`src/rtl/alu_sched_if.sv`:
```
// -----------------------------------------------------------------------------
// alu_sched_if
// Bundles the requester, response and ALU-side signals of the alu_sched
// round-robin ALU scheduler.
//
//   slave  modport : the scheduler view
//                    (requests/ALU result in; grants/response/ALU operands out)
//   master modport : the environment view (requesters, response consumer, ALU)
//
// Signals
//   req_valid [NUM_REQ]   per-requester request valid
//   req_ready [NUM_REQ]   per-requester accept, at most one bit high
//   req_a/req_b [8*N]     operands, requester i at [8i+7:8i]
//   req_op    [2*N]       00 add, 01 sub, 10 mul, 11 div; requester i at [2i+1:2i]
//   rsp_valid/rsp_ready   response handshake
//   rsp_data  [8]         result
//   rsp_id    [ID_W]      requester that owns the result
//   rsp_err               divide-by-zero flag
//   alu_a/alu_b [8]       registered ALU operands
//   alu_sel   [4]         registered ALU select (4'b0100 = hold)
//   alu_out   [8]         ALU result, one cycle after operands/select
// -----------------------------------------------------------------------------
interface alu_sched_if #(
   parameter int NUM_REQ = 4,
   parameter int ID_W    = 2
);
   logic [NUM_REQ-1:0]   req_valid;
   logic [NUM_REQ-1:0]   req_ready;
   logic [8*NUM_REQ-1:0] req_a;
   logic [8*NUM_REQ-1:0] req_b;
   logic [2*NUM_REQ-1:0] req_op;
   logic                 rsp_valid;
   logic                 rsp_ready;
   logic [7:0]           rsp_data;
   logic [ID_W-1:0]      rsp_id;
   logic                 rsp_err;
   logic [7:0]           alu_a;
   logic [7:0]           alu_b;
   logic [3:0]           alu_sel;
   logic [7:0]           alu_out;

   modport slave (
      input  req_valid, req_a, req_b, req_op, rsp_ready, alu_out,
      output req_ready, rsp_valid, rsp_data, rsp_id, rsp_err,
             alu_a, alu_b, alu_sel
   );

   modport master (
      output req_valid, req_a, req_b, req_op, rsp_ready, alu_out,
      input  req_ready, rsp_valid, rsp_data, rsp_id, rsp_err,
             alu_a, alu_b, alu_sel
   );
endinterface

```
`src/rtl/alu_sched.sv`:
```
// -----------------------------------------------------------------------------
// alu_sched
// Round-robin scheduler sharing one registered 8-bit ALU between NUM_REQ
// requesters. One operation is in flight at a time:
//   IDLE -> (accept) -> ISSUE -> CAPTURE -> RESP -> IDLE
// Divide by zero is caught at accept and answered directly (IDLE -> RESP)
// with rsp_data=8'hFF, rsp_err=1, without touching the ALU.
//
// Ports
//   clock          clock
//   reset          asynchronous, active-high reset
//   bus            alu_sched_if.slave (request, response and ALU signals)
//   op_count [16]  saturating count of response handshakes
//                  (present only when ALU_SCHED_STATS_EN is defined)
//
// Optional feature macro: ALU_SCHED_STATS_EN
// -----------------------------------------------------------------------------
module alu_sched #(
   parameter int NUM_REQ = 4,
   parameter int ID_W    = 2
) (
   input  logic              clock,
   input  logic              reset,
   alu_sched_if.slave        bus
`ifdef ALU_SCHED_STATS_EN
   ,
   output logic [15:0]       op_count
`endif
);

   localparam logic [3:0] SEL_HOLD = 4'b0100;

   typedef enum logic [1:0] {S_IDLE, S_ISSUE, S_CAPTURE, S_RESP} state_t;

   state_t          state_q;
   logic [ID_W-1:0] rr_ptr_q;
   logic            rsp_valid_q;
   logic [7:0]      rsp_data_q;
   logic [ID_W-1:0] rsp_id_q;
   logic            rsp_err_q;
   logic [7:0]      alu_a_q;
   logic [7:0]      alu_b_q;
   logic [3:0]      alu_sel_q;

   logic            gnt_vld;
   logic [ID_W-1:0] gnt_idx;
   logic [ID_W:0]   cand;
   logic [7:0]      gnt_a;
   logic [7:0]      gnt_b;
   logic [1:0]      gnt_op;
   logic            gnt_div0;
   logic [NUM_REQ-1:0] req_ready_c;

   // Round-robin search starting at rr_ptr. Scanning from the farthest
   // offset down lets the nearest valid requester overwrite the result.
   always_comb begin
      gnt_vld = 1'b0;
      gnt_idx = '0;
      cand    = '0;
      for (int k = NUM_REQ-1; k >= 0; k--) begin
         cand = {1'b0, rr_ptr_q} + (ID_W+1)'(k);
         if (cand >= (ID_W+1)'(NUM_REQ))
            cand = cand - (ID_W+1)'(NUM_REQ);
         if (bus.req_valid[cand[ID_W-1:0]]) begin
            gnt_vld = 1'b1;
            gnt_idx = cand[ID_W-1:0];
         end
      end
   end

   // Operand mux for the granted requester.
   always_comb begin
      gnt_a  = '0;
      gnt_b  = '0;
      gnt_op = '0;
      for (int i = 0; i < NUM_REQ; i++) begin
         if (gnt_idx == ID_W'(i)) begin
            gnt_a  = bus.req_a[8*i +: 8];
            gnt_b  = bus.req_b[8*i +: 8];
            gnt_op = bus.req_op[2*i +: 2];
         end
      end
   end

   assign gnt_div0 = (gnt_op == 2'b11) && (gnt_b == 8'd0);

   always_comb begin
      req_ready_c = '0;
      if (state_q == S_IDLE && gnt_vld)
         req_ready_c[gnt_idx] = 1'b1;
   end

   // In IDLE a grant is always handshaken on the next edge, because the
   // granted requester's ready is driven from its own valid.
   always_ff @(posedge clock or posedge reset) begin
      if (reset) begin
         state_q     <= S_IDLE;
         rr_ptr_q    <= '0;
         rsp_valid_q <= 1'b0;
         rsp_data_q  <= '0;
         rsp_id_q    <= '0;
         rsp_err_q   <= 1'b0;
         alu_a_q     <= '0;
         alu_b_q     <= '0;
         alu_sel_q   <= SEL_HOLD;
      end else begin
         case (state_q)
            S_IDLE: begin
               if (gnt_vld) begin
                  rsp_id_q <= gnt_idx;
                  rr_ptr_q <= (gnt_idx == ID_W'(NUM_REQ-1)) ? '0 : gnt_idx + 1'b1;
                  if (gnt_div0) begin
                     rsp_data_q  <= 8'hFF;
                     rsp_err_q   <= 1'b1;
                     rsp_valid_q <= 1'b1;
                     state_q     <= S_RESP;
                  end else begin
                     alu_a_q   <= gnt_a;
                     alu_b_q   <= gnt_b;
                     alu_sel_q <= {2'b00, gnt_op};
                     rsp_err_q <= 1'b0;
                     state_q   <= S_ISSUE;
                  end
               end
            end
            // ALU registers operands at this edge; park it on hold afterwards.
            S_ISSUE: begin
               alu_sel_q <= SEL_HOLD;
               state_q   <= S_CAPTURE;
            end
            S_CAPTURE: begin
               rsp_data_q  <= bus.alu_out;
               rsp_valid_q <= 1'b1;
               state_q     <= S_RESP;
            end
            S_RESP: begin
               if (bus.rsp_ready) begin
                  rsp_valid_q <= 1'b0;
                  state_q     <= S_IDLE;
               end
            end
            default: state_q <= S_IDLE;
         endcase
      end
   end

   assign bus.req_ready = req_ready_c;
   assign bus.rsp_valid = rsp_valid_q;
   assign bus.rsp_data  = rsp_data_q;
   assign bus.rsp_id    = rsp_id_q;
   assign bus.rsp_err   = rsp_err_q;
   assign bus.alu_a     = alu_a_q;
   assign bus.alu_b     = alu_b_q;
   assign bus.alu_sel   = alu_sel_q;

`ifdef ALU_SCHED_STATS_EN
   logic [15:0] op_count_q;

   always_ff @(posedge clock or posedge reset) begin
      if (reset)
         op_count_q <= '0;
      else if (rsp_valid_q && bus.rsp_ready && op_count_q != 16'hFFFF)
         op_count_q <= op_count_q + 16'd1;
   end

   assign op_count = op_count_q;
`endif

endmodule

```
`src/flat_wrapper.sv`:
```
// flat-port wrapper written by rule: the top's interface ports become plain ports
module alu_sched_flat 
#(
   parameter int NUM_REQ = 4,
   parameter int ID_W    = 2
)
  (clock, reset, bus_req_valid, bus_req_a, bus_req_b, bus_req_op, bus_rsp_ready, bus_alu_out, bus_req_ready, bus_rsp_valid, bus_rsp_data, bus_rsp_id, bus_rsp_err, bus_alu_a, bus_alu_b, bus_alu_sel);
  alu_sched_if #(.NUM_REQ(NUM_REQ), .ID_W(ID_W)) bus_i ();
  input  logic clock;
  input  logic reset;
  input wire logic [$bits(bus_i.req_valid)-1:0] bus_req_valid;
  input wire logic [$bits(bus_i.req_a)-1:0] bus_req_a;
  input wire logic [$bits(bus_i.req_b)-1:0] bus_req_b;
  input wire logic [$bits(bus_i.req_op)-1:0] bus_req_op;
  input wire logic [$bits(bus_i.rsp_ready)-1:0] bus_rsp_ready;
  input wire logic [$bits(bus_i.alu_out)-1:0] bus_alu_out;
  output wire logic [$bits(bus_i.req_ready)-1:0] bus_req_ready;
  output wire logic [$bits(bus_i.rsp_valid)-1:0] bus_rsp_valid;
  output wire logic [$bits(bus_i.rsp_data)-1:0] bus_rsp_data;
  output wire logic [$bits(bus_i.rsp_id)-1:0] bus_rsp_id;
  output wire logic [$bits(bus_i.rsp_err)-1:0] bus_rsp_err;
  output wire logic [$bits(bus_i.alu_a)-1:0] bus_alu_a;
  output wire logic [$bits(bus_i.alu_b)-1:0] bus_alu_b;
  output wire logic [$bits(bus_i.alu_sel)-1:0] bus_alu_sel;
  assign bus_i.req_valid = bus_req_valid;
  assign bus_i.req_a = bus_req_a;
  assign bus_i.req_b = bus_req_b;
  assign bus_i.req_op = bus_req_op;
  assign bus_i.rsp_ready = bus_rsp_ready;
  assign bus_i.alu_out = bus_alu_out;
  assign bus_req_ready = bus_i.req_ready;
  assign bus_rsp_valid = bus_i.rsp_valid;
  assign bus_rsp_data = bus_i.rsp_data;
  assign bus_rsp_id = bus_i.rsp_id;
  assign bus_rsp_err = bus_i.rsp_err;
  assign bus_alu_a = bus_i.alu_a;
  assign bus_alu_b = bus_i.alu_b;
  assign bus_alu_sel = bus_i.alu_sel;
  alu_sched #(.NUM_REQ(NUM_REQ), .ID_W(ID_W)) u_core (.clock(clock), .reset(reset), .bus(bus_i));
endmodule
```
`config.mk`:
```
export PLATFORM = sky130hd
export DESIGN_NAME = alu_sched_flat
export DESIGN_NICKNAME = d
export VERILOG_FILES = /design/src/rtl/alu_sched_if.sv /design/src/rtl/alu_sched.sv /design/src/flat_wrapper.sv
export SDC_FILE = /design/constraint.sdc
export NUM_CORES = 1
export LEC_CHECK = 0
export CORE_ASPECT_RATIO = 1.25
export CORE_MARGIN = 3
export CORE_UTILIZATION = 42
export CTS_CLUSTER_SIZE = 30
export DETAILED_ROUTE_END_ITERATION = 10
export GPL_ROUTABILITY_DRIVEN = 0
export PLACE_DENSITY = 0.86
export SLEW_MARGIN = 20
export SYNTH_ARGS = -nofsm -noshare
export SYNTH_HDL_FRONTEND = slang
export SYNTH_SLANG_ARGS = --single-unit
```
`constraint.sdc`:
```
create_clock -name clock -period 6.2 [get_ports clock]
set_input_delay 0.62 -clock clock [delete_from_list [all_inputs] [get_ports clock]]
set_output_delay 0.62 -clock clock [all_outputs]
set_load 0.05 [all_outputs]
```
* Yosys cells after proc, flatten, opt, wreduce, memory -nomap -nowiden
Index checks and enable logic that the tools add are counted.
Word-level totals: word-level logic and storage cells 105, latch bits 0, memory bits (writable) 0, memories 0, ROM bits 0, output and inout bits 36, register bits after elaboration 36
Operators by class: equality and inequality tests 11, reductions and logical operators 15, multipliers 0, shift-type cells 0, bitwise operators 1, add/subtract/negate cells 8, order comparisons 10, muxes and demuxes 51, div/mod/pow operators 0
Operator list (number):
- 2-to-1 mux 8 bit | 10
- 2-to-1 mux 2 bit | 16
- case mux 8 bit (2 select lines) | 1
- < comparator 2 x 3 -> 1 bit, second input constant | 5
- 2-to-1 mux 1 bit | 13
- 2-to-1 mux 4 bit | 3
- == test 2 bit, second input constant | 5
- >= comparator 3 bit, second input constant | 3
- AND reduction 3 bit | 3
- binary-select mux 1 bit (select 2 bit) | 4
- logical NOT 8 bit | 1
- case mux 2 bit (4 select lines) | 1
- case mux 4 bit (2 select lines) | 1
- subtractor 2 x 1 -> 2 bit, second input constant | 4
- adder 2 x 2 -> 3 bit, second input constant | 2
- == test 2 x 1 -> 1 bit, second input constant | 2
- logical NOT 2 bit | 2
- != test 2 x 1 -> 1 bit, second input constant | 2
- != test 2 bit, second input constant | 2
- AND reduction 2 bit | 2
- AND reduction 4 bit | 1
- nonzero test 2 bit | 2
- adder 2 x 1 -> 3 bit, second input constant | 1
- >= comparator 2 x 3 -> 1 bit, second input constant | 1
- other kinds (7) | 9

* Longest topological paths before layout
depth after elaboration 19, depth in mapped cells 18

* Least setup slack after synthesis
OpenSTA, ideal clock, no wires.
kind input port to flip-flop, from input bus_req_valid[0], to register u_core.alu_b_q[0] (netlist: u_core.bus.alu_b[0]), data required time 6075 ps, data arrival time 3399 ps, slack 2675 ps, library setup time 125 ps, stages on the path 16, cells stage by stage inv_1 -> nor2_1 -> a21oi_1 -> o22ai_1 -> a21oi_1 -> inv_1 -> ha_1 -> or2_1 -> buf_6 -> a221oi_1 -> o22ai_1 -> or4_4 -> o21a_1 -> buf_6 -> buf_6 -> mux2_4
On the way: longest elaborated chain between the ends 15, elaborated cells between the ends (all ways) 33
RTL lines:
- start: declaration | RTL line flat_wrapper.sv:11 | input wire logic [$bits(bus_i.req_valid)-1:0] bus_req_valid;
- binary-select mux 1 bit (select 2 bit) | RTL line alu_sched.sv:64 | if (bus.req_valid[cand[ID_W-1:0]]) begin
- 2-to-1 mux 1 bit (not written as such) | RTL line alu_sched.sv:64
- 2-to-1 mux 2 bit (3 in a row) | RTL line alu_sched.sv:64
- 2-to-1 mux 2 bit * | RTL line alu_sched.sv:64
- via u_core.gnt_idx[0] | RTL line alu_sched.sv:46 | logic [ID_W-1:0] gnt_idx;
- logical NOT 2 bit | RTL line alu_sched.sv:77 | if (gnt_idx == ID_W'(i)) begin
- 2-to-1 mux 8 bit or 2-to-1 mux 2 bit (tied branches) (4 in a row) | RTL line alu_sched.sv:77
- logical NOT 8 bit or == test 2 bit (tied branches) | RTL line alu_sched.sv:85 | assign gnt_div0 = (gnt_op == 2'b11) && (gnt_b == 8'd0);
- logical AND 1 bit | RTL line alu_sched.sv:85
- NOT 1 bit (no source line)
- AND reduction 3 bit (no source line)
- end signal: assignment | RTL line alu_sched.sv:119 | alu_b_q <= gnt_b;
- end: declaration | RTL line alu_sched.sv:42 | logic [7:0] alu_b_q;
The timed path passes the listed nets; every way through them passes the cells marked *. The select of a mux whose other input is x is not followed. A chain may end at the register's enable or synchronous reset.

* Worst setup path in the final report
from input bus_req_valid[1], to register u_core.alu_b_q[0] (netlist: u_core.bus.alu_b[0])
Same word-level chain as after synthesis.

==> flow_summary.json <==
{
  "outcome": "complete, no violations",
  "timing.fmax_ghz": 0.219,
  "path_cells": "clkdlybuf4s50_1 > inv_1 > a21oi_1 > o22ai_1 > a21oi_1 > ha_1 > or2_1 > a221o_1 > o221ai_1 > or4_1 > o21a_1 > mux2_4",
  "synth-seq-cells": 35,
  "grt-ovfl-total": 0,
  "finalWorstPathRequiredPeriod_ns": 4.57,
  "numPortBuffers": 121,
  "grt_max_degree": 36,
  "fillers": 401,
  "hpwl_um": 5540,
  "p_leak_nw": 1.44,
  "ctsResizeCount": 0,
  "slew_violations": 0,
  "worstMarginPinSlew_ns": 0.998,
  "crit_required_ns": 6.37,
  "drc_errors": 0,
  "antenna_found_initial": 0,
  "yosysSeqAreaShare_pct": 39.7,
  "powerDensity_mw_per_mm2": 526,
  "path_delay_family": "compound AO/OA/AOI/OAI gates",
  "finalNonFillerCells": 430,
  "dr_total_vias": 2425,
  "htreeDepth": 2,
  "reg2regPathDepth": 11,
  "seq_area_um2": 877,
  "clock_path_buffers": 2,
  "syn-num-nets": 350,
  "crit_slowest_cell": "ha_1",
  "tns_ns": 0,
  "clkSlewWorstSetupHoldPaths_ns": 0.07,
  "critPathBufInv": 2,
  "routed_wl_um": 7160,
  "syn_area_mm2": 0.00221,
  "cts_tree": "built",
  "hold_depth": 2,
  "ys_types": 40,
  "yosys_warnings": 0,
  "synth_area_per_cell_um2": 8.69,
  "r2r-start": "u_core.rr_ptr_q[0]",
  "syn2layout_area_growth_pct": 59.2,
  "multiInputGateArea_mm2": 0.00119,
  "min_from": "u_core.bus.rsp_err",
  "rsz0062_at_grt": "false",
  "hp-class": "flip-flop to flip-flop",
  "wl_per_cell_um": 16.7,
  "synth_edf_count": 0,
  "path_common_cell": "a21oi_1",
  "ir_drop_mv": 0.358,
  "die-width_um": 70.8,
  "path_max_fanout": 26,
  "cp-start-kind": "input pin",
  "fin_nets": 465,
  "finalCritPeriodShare_pct": 73.8,
  "layout-drive-gt1-share_pct": 5.68,
  "r2r_end": "u_core.bus.alu_b[0]",
  "hold_end": "u_core.bus.rsp_err",
  "clk_latency_ns": 0.28,
  "drt_iter0_drc": 158,
  "boundaryPins": 123,
  "root_buffer": "clkbuf_8",
  "cp_data_arrival_time_ns": 4.74,
  "cts_buffers": 5,
  "synth_ff_type": "dfrtp_1",
  "post_cts_buffers": 0,
  "cts_sinks": 35,
  "first_global_vias": 2475,
  "worstSetupPathType": "input pin to flip-flop",
  "cp-end-kind": "flip-flop",
  "rows": 28,
  "slew_headroom_pct": 33.5,
  "vias_per_cell": 5.64,
  "async_reset_ff_share_pct": 100,
  "ant_nets": 0,
  "hold_buffers": 0,
  "hold_violations": 0,
  "grt_first_pass_wirelength_um": 11800,
  "skew_ns": 0.00790,
  "max_stage_delay_ns": 0.64,
  "die-area_mm2": 0.00617,
  "worst-r2r-setup-slack_ns": 2.09,
  "placedCellCount": 422,
  "syn_inst": 254,
  "floorplan.initialDensity_pct": 45.0,
  "fp.dieH_um": 87.1,
  "drv_cap": 0,
  "grt_usage_pct": 23.7,
  "core_mm2": 0.00490,
  "num_antenna_cells": 0,
  "finalSetupViolations": 0,
  "first_pass_iters": 4
}
==> worst max-delay path by stage <==
stage / from / endpoint / slack (ns) / depth (start not counted)
floorplan: bus_req_valid[0] / u_core.bus.alu_b[0] / 2.68 / 16
global placement: bus_req_valid[1] / u_core.bus.alu_b[1] / 1.47 / 12
detailed placement: bus_req_valid[1] / u_core.bus.alu_b[0] / 1.37 / 12
CTS: bus_req_valid[1] / u_core.bus.alu_b[0] / 1.66 / 12
global route: bus_req_valid[0] / u_core.bus.alu_b[2] / 1.26 / 13
finish: bus_req_valid[1] / u_core.bus.alu_b[0] / 1.63 / 12
==> cell usage in the layout (no fill, tap or decap), types with 4 or more instances in the layout <==
cell / count
clkdlybuf4s50_1: 121
dfrtp_1: 34
nand2_1: 32
a21oi_1: 30
nor2_1: 30
inv_1: 12
o22ai_1: 12
o21a_1: 9
o211ai_1: 9
ha_1: 9
o22a_1: 8
mux2_2: 7
clkbuf_8: 6
o21ai_0: 5
nor2b_1: 4
or4_1: 4
==> metrics by stage <==
step | utilization (%) | power (mW) | worst slack, ns | instance area, µm² | hold slack (ns)
after floorplan | - | 1.31 | 2.68 | 2210 | 0.509
after global placement | 69.8 | 1.65 | 1.47 | 3420 | 0.469
after detailed placement | 69.8 | 1.68 | 1.37 | 3420 | 0.463
after CTS | 71.6 | 1.85 | 1.66 | 3510 | 0.493
after global routing | 71.6 | 1.97 | 1.26 | 3510 | 0.502
final | 71.6 | 1.85 | 1.63 | 3510 | 0.483
==> registers in the layout, summed over array words and instances (netlist names) <==
name,flops
u_core.bus.rsp_err,1
u_core.bus.alu_a,8
u_core.bus.alu_sel,3
u_core.state_q,2
u_core.bus.rsp_data,8
u_core.bus.rsp_id,2
u_core.bus.rsp_valid,1
u_core.bus.alu_b,8
u_core.rr_ptr_q,2
==> layout make-up <==
class                   instances  area share (%)
clock buffers                   7            2.46
clock inverters                 1           0.142
inverters                      12            1.28
multi-input cells             191            33.9
flip-flops and latches         35            25.0
well taps                      60            2.14
repair buffers                124            35.1
==> power by group <==
| part | leakage [nW] | internal (mW) | switching, mW |
|---|---|---|---|
| clock | 0.0482 | 0.0897 | 0.0814 |
| sequential | 0.410 | 0.345 | 0.0705 |
| combinational | 0.979 | 0.487 | 0.776 |
==> cells in the mapped netlist, drive strengths merged (8+ instances only) <==
cell	n	area share [%]
o22a	8	3.2
buf	11	3.4
dfrtp	34	39
ha	9	5.1
inv	12	2.0
o21a	9	3.1
o22ai	12	3.4
nand2	32	5.4
o211ai	9	3.1
nor2	30	5.1
mux2	9	4.9
a21oi	30	6.8
==> worst reg2reg max path, delay by kind of cell (launching register included) <==
| kind | cells | cell delay [ns] |
|---|---|---|
| compound gates | 6 | 1.37 |
| fa+ha+maj | 1 | 0.64 |
| flops | 1 | 0.42 |
| mux | 1 | 0.45 |
| simple gates | 3 | 1.13 |
==> cells by family (layout without fill, tap and decap cells) <==
kind of cell | Yosys count | in the layout | share of synthesized area [%]
adders and majority gates | 9 | 9 | 5.10
muxes | 9 | 9 | 4.93
DFF | 35 | 35 | 39.7
and+or+nand+nor | 86 | 86 | 18.3
other | 1 | 1 | 0.170
AOI/OAI and AO/OA | 86 | 86 | 25.5
buffers and inverters | 28 | 144 | 6.29
==> metal layers <==
layer	global-route usage (%)	part of all wire, %	vias up
met5	0	0	-
met2	42.1	50	119
met3	3.70	8.2	11
met4	6.32	1.7	0
met1	29.8	40	1151
li1	-	-	1144
No activity file was read; power rests on OpenSTA's default activity.
